$ cat config.mk
export PLATFORM = sky130hd
export DESIGN_NAME = uart_rx_deserializer
export DESIGN_NICKNAME = d
export VERILOG_FILES = /design/src/rtl/uart_pkg.sv /design/src/rtl/uart_rx_sampler.sv /design/src/rtl/uart_rx_deserializer.sv
export SDC_FILE = /design/constraint.sdc
export NUM_CORES = 1
export LEC_CHECK = 0
export ABC_CLOCK_PERIOD_IN_PS = 2100
export BUFFER_PORTS_ARGS = -buffer_cell sky130_fd_sc_hd__buf_2
export CAP_MARGIN = 20
export CORE_MARGIN = 5
export CORE_UTILIZATION = 45
export CTS_CLUSTER_DIAMETER = 30
export DETAILED_ROUTE_END_ITERATION = 6
export PLACE_DENSITY = 0.72
export RECOVER_POWER = 50
export SYNTH_ARGS = -nofsm -noshare
export SYNTH_HDL_FRONTEND = slang
export SYNTH_HIERARCHICAL = 1
export SYNTH_SLANG_ARGS = --single-unit
$ cat constraint.sdc
create_clock -name clk -period 2.1 [get_ports clk]
set_clock_uncertainty 0.1 [all_clocks]
set_input_delay 0.42 -clock clk [delete_from_list [all_inputs] [get_ports clk]]
set_output_delay 0.42 -clock clk [all_outputs]
set_load 0.005 [all_outputs]
$ cat src/rtl/uart_pkg.sv
// Shared UART definitions: RX FSM encoding, prescale limits and the parity-type codes
// also used by the TX serializer.
package uart_pkg;

  typedef enum logic [2:0] {
    StIdle   = 3'd0,
    StStart  = 3'd1,
    StData   = 3'd2,
    StParity = 3'd3,
    StStop   = 3'd4
  } rx_state_t;

  localparam int unsigned PrescaleMin = 8;
  localparam int unsigned PrescaleMax = 32;

  localparam logic PAR_EVEN = 1'b0;
  localparam logic PAR_ODD  = 1'b1;

  // Oversample ratio must be a power of two in [PrescaleMin, PrescaleMax].
  function automatic bit prescale_legal(int unsigned ps);
    return (ps >= PrescaleMin) && (ps <= PrescaleMax) && ((ps & (ps - 1)) == 0);
  endfunction

endpackage

$ cat src/rtl/uart_rx_sampler.sv
// Per-bit timing for the RX path: edge counter, three mid-bit sample taps and a
// 2-of-3 majority vote of the synchronized line.
module uart_rx_sampler
  import uart_pkg::*;
#(
  parameter int unsigned PRESCALE = 8
) (
  input  logic clk,
  input  logic rst,
  input  logic rx_s,
  input  logic run,
  output logic bit_val,
  output logic bit_tick,
  output logic bit_end
);

  localparam int unsigned CntW = $clog2(PRESCALE);
  localparam logic [CntW-1:0] LastEdge = CntW'(PRESCALE - 1);
  localparam logic [CntW-1:0] Tap0     = CntW'(PRESCALE / 2 - 1);
  localparam logic [CntW-1:0] Tap1     = CntW'(PRESCALE / 2);
  localparam logic [CntW-1:0] Tap2     = CntW'(PRESCALE / 2 + 1);
  localparam logic [CntW-1:0] VoteEdge = CntW'(PRESCALE / 2 + 2);

  if (!prescale_legal(PRESCALE)) begin : g_bad_prescale
    $error("uart_rx_sampler: PRESCALE must be 8, 16 or 32");
  end

  logic [CntW-1:0] edge_cnt_q, edge_cnt_d;
  logic [2:0]      taps_q;

  always_ff @(posedge clk or negedge rst) begin
    if (!rst) begin
      edge_cnt_q <= '0;
      taps_q     <= 3'b111;
    end else begin
      edge_cnt_q <= edge_cnt_d;
      if (run && edge_cnt_q == Tap0) taps_q[0] <= rx_s;
      if (run && edge_cnt_q == Tap1) taps_q[1] <= rx_s;
      if (run && edge_cnt_q == Tap2) taps_q[2] <= rx_s;
    end
  end

  always_comb begin
    edge_cnt_d = edge_cnt_q;
    if (!run || edge_cnt_q == LastEdge) begin
      edge_cnt_d = '0;
    end else begin
      edge_cnt_d = edge_cnt_q + 1'b1;
    end
  end

  // Taps are registered, so the vote is stable from VoteEdge through the wrap.
  assign bit_val  = (taps_q[0] & taps_q[1]) | (taps_q[0] & taps_q[2]) | (taps_q[1] & taps_q[2]);
  assign bit_tick = run && (edge_cnt_q == VoteEdge);
  assign bit_end  = run && (edge_cnt_q == LastEdge);

endmodule

$ cat src/rtl/uart_rx_deserializer.sv
// UART receive deserializer: synchronizes RX_IN, frames start/data/parity/stop bits and
// reports each frame as a valid word or as parity/stop error pulses.
module uart_rx_deserializer
  import uart_pkg::*;
#(
  parameter int unsigned DATA_WIDTH = 8,
  parameter int unsigned PRESCALE   = 8
) (
  input  logic                  clk,
  input  logic                  rst,
  input  logic                  RX_IN,
  input  logic                  PAR_EN,
  input  logic                  PAR_TYP,
  output logic [DATA_WIDTH-1:0] P_DATA,
  output logic                  data_valid,
  output logic                  par_err,
  output logic                  stp_err
);

  localparam int unsigned BitCntW = $clog2(DATA_WIDTH + 1);
  localparam logic [BitCntW-1:0] LastBit = BitCntW'(DATA_WIDTH - 1);

  rx_state_t             state_q, state_d;
  logic                  rx_meta_q, rx_s_q;
  logic [BitCntW-1:0]    bit_cnt_q, bit_cnt_d;
  logic [DATA_WIDTH-1:0] shift_q, shift_d;
  logic [DATA_WIDTH-1:0] p_data_q, p_data_d;
  logic                  perr_q, perr_d;
  logic                  par_en_q, par_en_d;
  logic                  par_typ_q, par_typ_d;
  logic                  valid_q, valid_d;
  logic                  par_err_q, par_err_d;
  logic                  stp_err_q, stp_err_d;
  logic                  run, bit_val, bit_tick, bit_end;

  // Synchronizer resets to the idle-high line level so reset release never looks like a start.
  always_ff @(posedge clk or negedge rst) begin
    if (!rst) begin
      rx_meta_q <= 1'b1;
      rx_s_q    <= 1'b1;
    end else begin
      rx_meta_q <= RX_IN;
      rx_s_q    <= rx_meta_q;
    end
  end

  // The start-detect cycle counts as edge 0 of the start bit.
  assign run = (state_q != StIdle) || !rx_s_q;

  uart_rx_sampler #(
    .PRESCALE(PRESCALE)
  ) u_sampler (
    .clk     (clk),
    .rst     (rst),
    .rx_s    (rx_s_q),
    .run     (run),
    .bit_val (bit_val),
    .bit_tick(bit_tick),
    .bit_end (bit_end)
  );

  always_ff @(posedge clk or negedge rst) begin
    if (!rst) begin
      state_q   <= StIdle;
      bit_cnt_q <= '0;
      shift_q   <= '0;
      p_data_q  <= '0;
      perr_q    <= 1'b0;
      par_en_q  <= 1'b0;
      par_typ_q <= PAR_EVEN;
      valid_q   <= 1'b0;
      par_err_q <= 1'b0;
      stp_err_q <= 1'b0;
    end else begin
      state_q   <= state_d;
      bit_cnt_q <= bit_cnt_d;
      shift_q   <= shift_d;
      p_data_q  <= p_data_d;
      perr_q    <= perr_d;
      par_en_q  <= par_en_d;
      par_typ_q <= par_typ_d;
      valid_q   <= valid_d;
      par_err_q <= par_err_d;
      stp_err_q <= stp_err_d;
    end
  end

  always_comb begin
    state_d   = state_q;
    bit_cnt_d = bit_cnt_q;
    shift_d   = shift_q;
    p_data_d  = p_data_q;
    perr_d    = perr_q;
    par_en_d  = par_en_q;
    par_typ_d = par_typ_q;
    valid_d   = 1'b0;
    par_err_d = 1'b0;
    stp_err_d = 1'b0;

    case (state_q)
      StIdle: begin
        if (!rx_s_q) begin
          state_d   = StStart;
          bit_cnt_d = '0;
          perr_d    = 1'b0;
          par_en_d  = PAR_EN;
          par_typ_d = PAR_TYP;
        end
      end
      StStart: begin
        if (bit_end) state_d = bit_val ? StIdle : StData;
      end
      StData: begin
        if (bit_tick) shift_d = {bit_val, shift_q[DATA_WIDTH-1:1]};
        if (bit_end) begin
          if (bit_cnt_q == LastBit) begin
            bit_cnt_d = '0;
            state_d   = par_en_q ? StParity : StStop;
          end else begin
            bit_cnt_d = bit_cnt_q + 1'b1;
          end
        end
      end
      StParity: begin
        if (bit_tick) perr_d = bit_val != ((^shift_q) ^ (par_typ_q == PAR_ODD));
        if (bit_end) state_d = StStop;
      end
      StStop: begin
        if (bit_end) begin
          state_d   = StIdle;
          stp_err_d = !bit_val;
          par_err_d = perr_q;
          if (bit_val && !perr_q) begin
            valid_d  = 1'b1;
            p_data_d = shift_q;
          end
        end
      end
      default: state_d = StIdle;
    endcase
  end

  assign P_DATA     = p_data_q;
  assign data_valid = valid_q;
  assign par_err    = par_err_q;
  assign stp_err    = stp_err_q;

endmodule
After elaboration in Yosys (flattened, before gate mapping)
Index checks and enable logic that the tools add are counted.
{"block": "word_totals", "reg_bits": 37, "inputBits": 5, "elab_cells": 90}
{"block": "op_classes", "n_addsub": 2, "n_eq_ne": 18, "n_mux": 24, "bitwise": 7, "n_reduce_logical": 23}
{"operator": "two-way mux 3 bit", "n": 8}
{"operator": "== test 3 bit, second input constant", "n": 5}
{"operator": "case mux 3 bit (5 select lines)", "n": 1}
{"operator": "!= test 2 bit, second input constant", "n": 7}
{"operator": "two-way mux 4 bit", "n": 3}
{"operator": "== test 3 x 2 -> 1 bit, second input constant", "n": 3}
{"operator": "two-way mux 1 bit", "n": 9}
{"operator": "AND reduction 3 bit", "n": 3}
{"operator": "case mux 4 bit (2 select lines)", "n": 1}
{"operator": "parity 8 bit", "n": 1}
{"operator": "logical AND 1 bit", "n": 6}
{"operator": "AND reduction 6 bit", "n": 1}
{"operator": "adder 4 x 1 -> 4 bit, second input constant", "n": 1}
{"operator": "== test 4 x 3 -> 1 bit, second input constant", "n": 1}
{"operator": "logical NOT 1 bit", "n": 4}
{"operator": "AND reduction 2 bit", "n": 2}
{"operator": "nonzero test 2 bit", "n": 2}
{"operator": "adder 3 x 1 -> 3 bit, second input constant", "n": 1}
{"operator": "bitwise AND 1 bit", "n": 3}
{"operator": "== test 3 x 1 -> 1 bit, second input constant", "n": 1}
{"operator": "logical NOT 3 bit", "n": 1}
{"operator": "nonzero test 3 bit", "n": 1}
{"operator": "logical OR 1 bit", "n": 2}
{"operator": "two-way mux 2 bit", "n": 1}
{"operator": "5 further kinds", "n": 6}

Depth between registers and ports, before layout
{"block": "logic_depth", "word_depth": 7, "ltp_mapped": 7}

Modules after synthesis
The synthesis kept the hierarchy.
{"module": "uart_rx_deserializer", "instances": 1, "cells_per_inst": 110, "area_each_um2": 1440.1, "seq_area_each_um2": 778.2}
{"module": "uart_rx_sampler", "instances": 1, "cells_per_inst": 29, "area_each_um2": 332.8, "seq_area_each_um2": 153.9}

Least setup slack after synthesis
No wires, ideal clock.
{"block": "synth_path", "kind": "register -> register", "startpoint": "reg state_q[2]", "endpoint": "reg state_q[2]", "setup_time_ps": 122, "arrival_ps": 1664, "path_slack_ps": 214, "path_stages_with_launch": 8, "synth_period_minus_slack_ps": 1886, "path_cell_list": "dfrtp_1 -> clkbuf_8 -> nand3b_1 -> and2_1 -> nand2b_1 -> a31oi_2 -> nor3_1 -> a32o_1"}
{"block": "synth_between", "elab_chain_cells": 5, "elab_cells_between_ends": 16}
{"item": "from (decl)", "line": "uart_rx_deserializer.sv:23", "text": "rx_state_t state_q, state_d;"}
{"item": "from (signal assigned)", "line": "uart_rx_deserializer.sv:64", "text": "state_q <= StIdle;"}
{"item": "from (signal assigned)", "line": "uart_rx_deserializer.sv:75", "text": "state_q <= state_d;"}
{"item": "nonzero test 3 bit *", "line": "uart_rx_deserializer.sv:48", "text": "assign run = (state_q != StIdle) || !rx_s_q;"}
{"item": "logical OR 1 bit *", "line": "uart_rx_deserializer.sv:48"}
{"item": "named net run", "line": "uart_rx_deserializer.sv:34", "text": "logic run, bit_val, bit_tick, bit_end;"}
{"item": "logical AND 1 bit *", "line": "uart_rx_sampler.sv:55", "text": "assign bit_end = run && (edge_cnt_q == LastEdge);"}
{"item": "named net bit_end", "line": "uart_rx_deserializer.sv:34"}
{"item": "!= test 2 bit (no line)"}
{"item": "AND reduction 6 bit (no line) *"}
Mark *: on every way through the listed nets, which the timed path passes. The rest lies on a longest branch.
A chain may end at the register's enable or synchronous reset.

Worst setup path in the final report
{"block": "layout_path", "startpoint": "reg u_sampler.edge_cnt_q[0]", "endpoint": "reg p_data_q[3], in the netlist P_DATA[3]"}
{"block": "layout_between", "elab_chain_cells": 3}
{"item": "from (decl)", "line": "uart_rx_sampler.sv:28", "text": "logic [CntW-1:0] edge_cnt_q, edge_cnt_d;"}
{"item": "from (signal assigned)", "line": "uart_rx_sampler.sv:36", "text": "edge_cnt_q <= edge_cnt_d;"}
{"item": "== test 3 bit", "line": "uart_rx_sampler.sv:55"}
{"item": "logical AND 1 bit", "line": "uart_rx_sampler.sv:55"}
{"item": "named net bit_end", "line": "uart_rx_deserializer.sv:34"}
{"item": "AND reduction 3 bit (no line)"}
{"item": "to (signal assigned)", "line": "uart_rx_deserializer.sv:78", "text": "p_data_q <= p_data_d;"}
{"item": "to (decl)", "line": "uart_rx_deserializer.sv:27", "text": "logic [DATA_WIDTH-1:0] p_data_q, p_data_d;"}
The timed path passes the listed nets, and every way through them passes these cells.

==> reports/results.ini <==
[run_status]
status=completed

[detailed_routing]
routed_wire_length_per_instance_um=13.6
route.layer.met1.wl_um=1230
postRouteAntennaNets=0
drc=0
met2_length_um=1480
route.met3.wl_um=134
first_iter_violations=59
drt_first_pass_iters=4
vias_per_cell=5.13
wirelength_um=2900
routed-via-count=1092
dr.max_layer_used=met4

[synth]
number_of_flops_mapped_to_enable_cells_by_yosys=0
basic_gate_share_of_the_synthesized_area_counting_and_or_nand_and_nor_cells_pct=12.6
post_synth_instance_area_um2=1770
asyncSetResetFlopFracSynth_pct=100
synth_top_cell_area_share_pct=45.2
synth_seq_cells=37
area_leader_netlist=dfrtp_1
synth.distinct_cells=40
synth_compound_area_share_pct=6.85
dominant_combinational_cell_family_by_area_after_synthesis=multiplexers
yosys-top-cells-area=dfrtp_1 (45%), mux2_2 (13%), dfstp_2 (7.4%)
yosys.cell_count.top_type=dfrtp_1
synthMuxAreaShare_pct=13.3
postSynthCellCount=139
synth_xor_area_share_pct=5.22
syn-num-nets=151
yosys.area_share.adder_pct=5.50
synth_warnings=6
post_synth_most_frequent_cells=dfrtp_1 (32), mux2_2 (20), inv_1 (9)
ys_seq_area_share_pct=52.6
avgSynthCellArea_um2=12.8
synth_flop_cell=dfrtp_1

[timing]
finalMaxSlewViolations=0
slew_headroom_pct=39.9
timing.fmax_mhz=505
period_minus_slack_ns=1.98
finalHoldViolations=0
setup_violations=0
setup-tns-final_ns=0
grt_setup_unrepaired=false
post-route-period-util_pct=94.2
whs_ns=0.128
max_slew.worst_pin.slew_ns=0.901

[worst_setup_path]
worst-endpoint-required_ns=2.17
worst_setup_path_startpoint=u_sampler/edge_cnt_q[0]
timing.setup.critical_path_class=reg2reg
end_kind=flip-flop
critPathLaunchType=flip-flop
rr_worst_depth=6
register_to_register_setup_slack_ns=0.12
cp_arrival_ns=2.05
worst-path-max-fanout=9
worst_r2r_startpoint=u_sampler/edge_cnt_q[0]
crit-reg2reg-capture=P_DATA[3]
cp-endpoint=P_DATA[3]

[power]
power.density_cell_area_nw_per_um2=1260
power.static_leakage_nw=1.02
power.ir.vdd_worst_v=0.000528
p_total_mw=2.57

[final_layout]
fin_cells=213
post-route-cell-area_um2=2050
final_nets=176
diodes=0
nFillCells=336
synthToLayoutAreaGrowth_pct=15.5
drive_gt1_share_pct=37.0

[global_route]
pin_count_of_the_biggest_net_entering_global_routing=38
grt_remaining_overflow=0
antenna_found_initial=0
grt_use_total_pct=12.1
grt_first_pass_wirelength_um=4870
grt_pass1_vias=1099

[clock_tree]
post_cts.resized_instances=1
cts_bufs_inserted=5
cts-root-to-sink-buffers=2
cts.root.buffer_cell=clkbuf_8
worst_skew_late_latency_ns=0.29
cts.sinks=37
cts_tree=yes
h-tree-depth=2
postcts_setup_bufs=0
post_cts_hold_buffer_count=0
clkSlewWorstSetupHoldPaths_ns=0.07

[placed_design]
gp_congestion=0.798
port_buffers=15
number_of_cells_in_the_design_after_placement=205
dp_hpwl_um=2130
placedInstanceArea_um2=1920

[die]
initial_utilization_pct=47.4
core_footprint_um2=3740
floorplan.die.height_um=72.8
die_x_um=72.8
ios=16
die-area_um2=5300
placementRows=22

[job]
count_of_maximum_capacitance_violations=0

[min_path]
min_path_type=in2reg
worstHoldPathCells=1

registers in the layout, summed over array words and instances, names as in the netlist:
signal	flops
u_sampler/edge_cnt_q	3
perr_q	1
u_sampler/taps_q	3
par_err	1
shift_q	8
state_q	3
rx_s_q	1
stp_err	1
par_en_q	1
data_valid	1
rx_meta_q	1
par_typ_q	1
bit_cnt_q	4
P_DATA	8
per-layer routing:
metal	GRT usage, %	vias up
met5	0	-
met4	5.53	0
met3	4.41	6
met2	21.0	13
met1	13.1	541
li1	-	532
cell families (layout without fill, tap and decap cells):
family,after synthesis,in the layout
XOR/XNOR,9,9
buffers and inverters,13,39
multiplexers,21,21
adder cells (fa/ha/maj),8,8
AO/OA/AOI/OAI,16,16
AND/OR/NAND/NOR,35,35
flip-flops,37,37
placed cells by master (no fill, tap or decap), drive strengths merged, types with 2 or more instances in the layout:
cell type	instances
dfrtp	32
buf	21
mux2	20
inv	9
xnor2	7
ha	7
nor2	7
clkbuf	7
nand3	5
dfstp	5
a21oi	4
and2	3
nand2b	3
nand2	3
nand3b	3
and3	2
nor3	2
a32o	2
o211ai	2
o21ai	2
nor2b	2
power by group:
group          switching (mW)  leakage [nW]  total, mW  internal (mW)
clock                   0.236        0.0552      0.588          0.352
combinational           0.451         0.483      0.933          0.482
sequential              0.144         0.482       1.05          0.907
total                   0.830          1.02       2.57           1.74
worst max-delay path, cell delays in order (launching register included):
cell	delay, ns
dfrtp_1	0.41
ha_1	0.23
ha_1	0.20
and2_1	0.19
and3_1	0.23
nand3b_4	0.15
mux2_2	0.35
metrics by stage:
step,util [%],worst slack (ns)
6_report,54.7,0.121
3_5_place_dp,51.4,-0.0532
5_1_grt,54.7,0.0287
3_3_place_gp,51.4,0.0140
4_1_cts,54.3,0.0360
2_1_floorplan,-,0.214
worst min path at each step:
stage                           end  startpoint  slack [ns]
final                     rx_meta_q       RX_IN        0.13
after global routing      rx_meta_q       RX_IN        0.11
after CTS                 rx_meta_q       RX_IN        0.11
after detailed placement     rx_s_q   rx_meta_q        0.25
after global placement       rx_s_q   rx_meta_q        0.25
after floorplan           P_DATA[0]         rst        0.02
layout make-up:
class	instances	area (µm²)	share of cell area [%]
clock inverters	2	35.0	1.71
flip-flops and latches	37	932	45.5
multi-input cells	89	786	38.4
repair buffers	22	128	6.23
clock buffers	6	72.6	3.55
well taps	48	60.1	2.93
inverters	9	33.8	1.65
(Power assumes the default switching activity.)
